File: config.mk
export PLATFORM = sky130hd
export DESIGN_NAME = angle_frame_packer
export DESIGN_NICKNAME = d
export VERILOG_FILES = /design/src/rtl/angle_frame_packer.sv
export SDC_FILE = /design/constraint.sdc
export NUM_CORES = 1
export LEC_CHECK = 0
export CAP_MARGIN = 20
export CORE_AREA = 10 10 162 89
export CTS_CLUSTER_DIAMETER = 80
export DETAILED_ROUTE_END_ITERATION = 7
export DIE_AREA = 0 0 172 99
export PLACE_DENSITY = 0.67
export RECOVER_POWER = 25
export REMOVE_ABC_BUFFERS = 1
export SYNTH_ARGS = -nofsm -noshare
export SYNTH_HDL_FRONTEND = slang
export SYNTH_SLANG_ARGS = --single-unit
File: constraint.sdc
create_clock -name clk_60MHz -period 6.4 [get_ports clk_60MHz]
set_input_delay 1.28 -clock clk_60MHz [delete_from_list [all_inputs] [get_ports clk_60MHz]]
set_output_delay 1.28 -clock clk_60MHz [all_outputs]
set_load 0.1 [all_outputs]
File: src/rtl/angle_frame_packer.sv
// Buffers 16-bit angle results and streams each as a 5-byte frame
// (header, seq, angle hi, angle lo, checksum) over a byte valid/ready link.
module angle_frame_packer #(
  parameter int unsigned FIFO_DEPTH = 4,
  parameter logic [7:0]  HDR_BYTE   = 8'hA5
) (
  input  logic        clk_60MHz,
  input  logic        rst,
  input  logic        angle_valid,
  input  logic [15:0] angle,
  input  logic        tx_ready,
  output logic        tx_valid,
  output logic [7:0]  tx_data,
  output logic        busy,
  output logic [7:0]  drop_cnt
);

  localparam int unsigned AW = (FIFO_DEPTH > 1) ? $clog2(FIFO_DEPTH) : 1;
  localparam int unsigned PW = AW + 1;

  localparam logic [2:0] S_IDLE = 3'd0;
  localparam logic [2:0] S_HDR  = 3'd1;
  localparam logic [2:0] S_SEQ  = 3'd2;
  localparam logic [2:0] S_HI   = 3'd3;
  localparam logic [2:0] S_LO   = 3'd4;
  localparam logic [2:0] S_CSUM = 3'd5;

  logic [15:0]   mem [FIFO_DEPTH];
  logic [PW-1:0] wr_ptr, rd_ptr, wr_ptr_nxt, rd_ptr_nxt;
  logic          fifo_empty, fifo_full, push, pop;

  logic [2:0]    state, state_nxt;
  logic [15:0]   frame_angle;
  logic [7:0]    seq, seq_nxt;
  logic [7:0]    csum;
  logic          tx_valid_nxt;
  logic [7:0]    tx_data_nxt;
  logic          xfer;

  // Extra pointer MSB separates full from empty when the index bits match.
  assign fifo_empty = (wr_ptr == rd_ptr);
  assign fifo_full  = (wr_ptr[AW] != rd_ptr[AW]) &&
                      (wr_ptr[AW-1:0] == rd_ptr[AW-1:0]);

  assign pop  = (state == S_IDLE) && !fifo_empty;
  assign push = angle_valid && (!fifo_full || pop);

  assign wr_ptr_nxt = push ? wr_ptr + PW'(1) : wr_ptr;
  assign rd_ptr_nxt = pop  ? rd_ptr + PW'(1) : rd_ptr;

  assign xfer = tx_valid && tx_ready;
  assign csum = 8'(seq + frame_angle[15:8] + frame_angle[7:0]);

  // Storage has no reset; validity is tracked by the pointers.
  always_ff @(posedge clk_60MHz) begin
    if (push) mem[wr_ptr[AW-1:0]] <= angle;
  end

  always_ff @(posedge clk_60MHz) begin
    if (rst) begin
      wr_ptr   <= '0;
      rd_ptr   <= '0;
      drop_cnt <= 8'h00;
    end else begin
      wr_ptr <= wr_ptr_nxt;
      rd_ptr <= rd_ptr_nxt;
      if (angle_valid && fifo_full && !pop && (drop_cnt != 8'hFF))
        drop_cnt <= drop_cnt + 8'd1;
    end
  end

  // Angle is latched at pop so later pushes cannot disturb the frame in flight.
  always_ff @(posedge clk_60MHz) begin
    if (rst)      frame_angle <= 16'h0000;
    else if (pop) frame_angle <= mem[rd_ptr[AW-1:0]];
  end

  always_ff @(posedge clk_60MHz) begin
    if (rst) begin
      state    <= S_IDLE;
      seq      <= 8'h00;
      tx_valid <= 1'b0;
      tx_data  <= 8'h00;
      busy     <= 1'b0;
    end else begin
      state    <= state_nxt;
      seq      <= seq_nxt;
      tx_valid <= tx_valid_nxt;
      tx_data  <= tx_data_nxt;
      busy     <= (state_nxt != S_IDLE) || (wr_ptr_nxt != rd_ptr_nxt);
    end
  end

  // Each state owns one registered byte; the next byte is loaded on transfer.
  always_comb begin
    state_nxt    = state;
    seq_nxt      = seq;
    tx_valid_nxt = tx_valid;
    tx_data_nxt  = tx_data;
    case (state)
      S_IDLE: begin
        tx_valid_nxt = 1'b0;
        if (!fifo_empty) begin
          state_nxt    = S_HDR;
          tx_valid_nxt = 1'b1;
          tx_data_nxt  = HDR_BYTE;
        end
      end
      S_HDR: if (xfer) begin
        state_nxt   = S_SEQ;
        tx_data_nxt = seq;
      end
      S_SEQ: if (xfer) begin
        state_nxt   = S_HI;
        tx_data_nxt = frame_angle[15:8];
      end
      S_HI: if (xfer) begin
        state_nxt   = S_LO;
        tx_data_nxt = frame_angle[7:0];
      end
      S_LO: if (xfer) begin
        state_nxt   = S_CSUM;
        tx_data_nxt = csum;
      end
      S_CSUM: if (xfer) begin
        state_nxt    = S_IDLE;
        seq_nxt      = seq + 8'd1;
        tx_valid_nxt = 1'b0;
        tx_data_nxt  = 8'h00;
      end
      default: begin
        state_nxt    = S_IDLE;
        tx_valid_nxt = 1'b0;
        tx_data_nxt  = 8'h00;
      end
    endcase
  end

endmodule
==> summary.txt <==
Final Cycle Share - 0.516
die span in y - 99 um
total negative slack - 0 ns
Slowest cell on crit path - clkdlybuf4s50_1
internal reg-to-reg setup slack - 3.27 ns
routed wire length - 11.3 mm
Final Hold Violating Endpoints - 0
Root Buffer - clkbuf_16
Layout Utilization - 0.545
FMAX - 0.303 GHz
max incr delay on CP - 1.18 ns
vias in the first global route - 3454
core footprint - 0.0116 mm^2
delay-heaviest family, CP - buffers and inverters
CTS buffer count - 17
area of the multi-input gates - 0.00215 mm^2
status - finished, final reports clean
Remaining Overflow, GRT - 0
initial antenna violation count - 0
kind of critical path - flip-flop to primary output
DR DRC count - 0
Placer Congestion - 0.783
Register Area - 0.00294 mm^2
cell area power density - 433 mW/mm^2
vias after detailed routing - 3441
Hold Path Cell Cnt - 2
Yosys reg bits - 115
unrepaired setup endpoints after global routing - no
Final Max Tran Viols - 0
first-pass GRT wire length - 18.4 mm
Die ar. - 0.0170 mm^2
CTS sink count - 115
CP max FO - 6
Reg2Reg Depth - 6
R2R Path End - busy$_SDFF_PP0_
min Tclk post-route - 3.30 ns
Global Route Usage Sum - 0.140
HP Class - flip-flop to flip-flop
Synth-to-Final Area Change - 20.6%
number of flops mapped to enable cells by yosys - 64
hold_sp - tx_data[4]$_SDFFE_PP0P_
Reg-to-Reg Start - rd_ptr[1]$_SDFF_PP0_
first-pass iteration count of the detailed router - 5
clock tree buffer depth - 2
Initial DRC Count - 341
Yosys warnings - 0
WHS Endpoint - tx_data[4]$_SDFFE_PP0P_
Row Count - 28
CP endpoint kind - primary output
max-cap violations - 0
num ports - 38
diode count - 0
Worst EP required - 5.12 ns
Buffers & Inverters on Critical Path - 1
cts repair resizes - 0
Startpoint Class - flip-flop
hold buffer count at cts - 0
layout cell share with drive strength beyond 1 - 0.129
post-route ant nets - 0
ys flop type - edfxtp_1
post-DP HPWL - 7.85 mm
CTS tree - built
Layout Nets - 507
clock-pin slew on the worst setup and hold paths - 0.06 ns
worst slew pin tran - 1.03 ns
sequence of cells on the critical path - clkdlybuf4s50_1
cells after synthesis - 427
Die Wd - 172 um
async set or reset register ratio after synthesis - 0
fillers - 955
Port Buf Inserts - 37
arrival time at the worst endpoint - 2.02 ns
post-synthesis cell type count - 52
H-tree levels - 4
Vias per Instance - 5.47
worst vdd ir - 0.176 mV
Skew-Pair Late Insertion Delay - 0.41 ns
slew margin rel. - 0.309
Leakage - 2.25 nW
WL/cell - 17.9 um
mapped cell area - 0.00523 mm^2
Syn Area/Cell - 12.2 um^2
Setup Viol. Count Final - 0
sequential share of the synthesized area - 0.563
Starting Density - 0.452
# Post-CTS Setup Buffers - 0
largest net degree at the start of global routing - 52
clock skew - 0.00825 ns
[state kept, by name (all words and copies together), names as in the netlist]
register / cells
tx_data: 8
wr_ptr: 3
mem: 64
state: 3
drop_cnt: 8
frame_angle: 16
busy: 1
seq: 8
rd_ptr: 3
tx_valid: 1
[cells in the mapped netlist (all sizes together) (3+ instances only)]
library cell	count	area share
nor3	8	0.0096
buf	10	0.011
mux2i	15	0.029
o211ai	3	0.0043
and3	6	0.0072
o21ai	7	0.0067
nor2b	4	0.0048
mux2	3	0.0065
nand2	48	0.034
mux4	16	0.069
xnor2	12	0.020
ha	13	0.031
a31oi	3	0.0036
nor2	32	0.023
or3	5	0.0060
edfxtp	64	0.37
fa	8	0.031
o22ai	4	0.0048
and2	5	0.0060
clkbuf	12	0.0086
inv	10	0.0072
xor2	15	0.027
a21oi	39	0.037
dfxtp	51	0.20
nand4	5	0.0060
nand2b	3	0.0036
[layer usage]
metal | part of all wire | routed length, um | vias to the layer above | track usage
met5 | 0 | 0 | - | 0
met4 | 0.013 | 143 | 0 | 0.0534
met3 | 0.059 | 664 | 15 | 0.0394
met2 | 0.43 | 4830 | 96 | 0.195
met1 | 0.50 | 5660 | 1692 | 0.199
li1 | - | - | 1638 | -
[logic make-up (layout without fill, tap and decap cells)]
kind of cell               Yosys count  after routing  share of synthesized area
AOI/OAI and AO/OA                   74             74                     0.0871
xor gates and xnor gates            27             27                     0.0467
adders and majority gates           21             21                     0.0617
buffers and inverters               32             84                     0.0266
DFF                                115            115                      0.563
muxes                               34             34                      0.104
and+or+nand+nor                    124            124                      0.111
[worst min-delay path, delay by kind of cell (launching register included)]
| kind | cells | cell delay (ns) |
|---|---|---|
| AOI/OAI and AO/OA | 1 | 0.05 |
| and+or+nand+nor | 1 | 0.05 |
| DFF | 1 | 0.31 |
[layout make-up]
cell class,count,area share
tap,150,0.0298
sequential,115,0.467
timing repair buffer,42,0.0671
clock inverter,15,0.0224
inverter,10,0.00595
multi-input combinational,280,0.341
clock buffer,17,0.0675
[metrics by stage]
step / setup WS [ns] / power [mW] / cell area (um^2) / hold slack, ns / cells
floorplan: 3.59 / 1.60 / 5130 / 0.455 / 405
global placement: 2.99 / 1.81 / 5710 / 0.447 / 596
detailed placement: 2.96 / 1.85 / 5710 / 0.453 / 596
CTS: 3.08 / 2.75 / 6280 / 0.461 / 628
global route: 3.00 / 2.88 / 6300 / 0.482 / 629
finish: 3.10 / 2.73 / 6300 / 0.462 / 629
[layout by cell type, fill, tap and decap left out, drive strengths merged, types with 3 or more instances in the layout]
cell / netlist / layout
xnor2: 12 / 12
a31oi: 3 / 3
clkinvlp: 0 / 4
mux2: 3 / 3
clkbuf: 12 / 17
buf: 10 / 6
xor2: 15 / 15
nand2: 48 / 48
or3: 5 / 5
nand2b: 3 / 3
o22ai: 4 / 4
dlygate4sd3: 0 / 13
nand4: 5 / 5
edfxtp: 64 / 64
fa: 8 / 8
mux2i: 15 / 15
clkdlybuf4s50: 0 / 23
ha: 13 / 13
mux4: 16 / 16
inv: 10 / 20
o211ai: 3 / 3
nor2b: 4 / 4
a21oi: 39 / 39
dfxtp: 51 / 51
and2: 5 / 5
o21ai: 7 / 7
nor3: 8 / 8
and3: 6 / 6
nor2: 32 / 32
[worst max-delay path by stage]
stage                                   from  cells after the start                   to
finish              drop_cnt[2]$_SDFFE_PP0P_                      1          drop_cnt[2]
global route            rd_ptr[1]$_SDFF_PP0_                      6      busy$_SDFF_PP0_
CTS                 drop_cnt[2]$_SDFFE_PP0P_                      1          drop_cnt[2]
detailed placement                  tx_ready                      6  seq[7]$_SDFFE_PP0P_
global placement                 angle_valid                      6      busy$_SDFF_PP0_
floorplan               rd_ptr[0]$_SDFF_PP0_                      6      busy$_SDFF_PP0_
[where the power goes]
part | leakage, nW | internal, mW | switching [mW]
Combinational | 0.984 | 0.333 | 0.523
Sequential | 1.00 | 0.873 | 0.103
Clock | 0.267 | 0.513 | 0.385
Total | 2.25 | 1.72 | 1.01
Power figures use the tool's default switching activity.
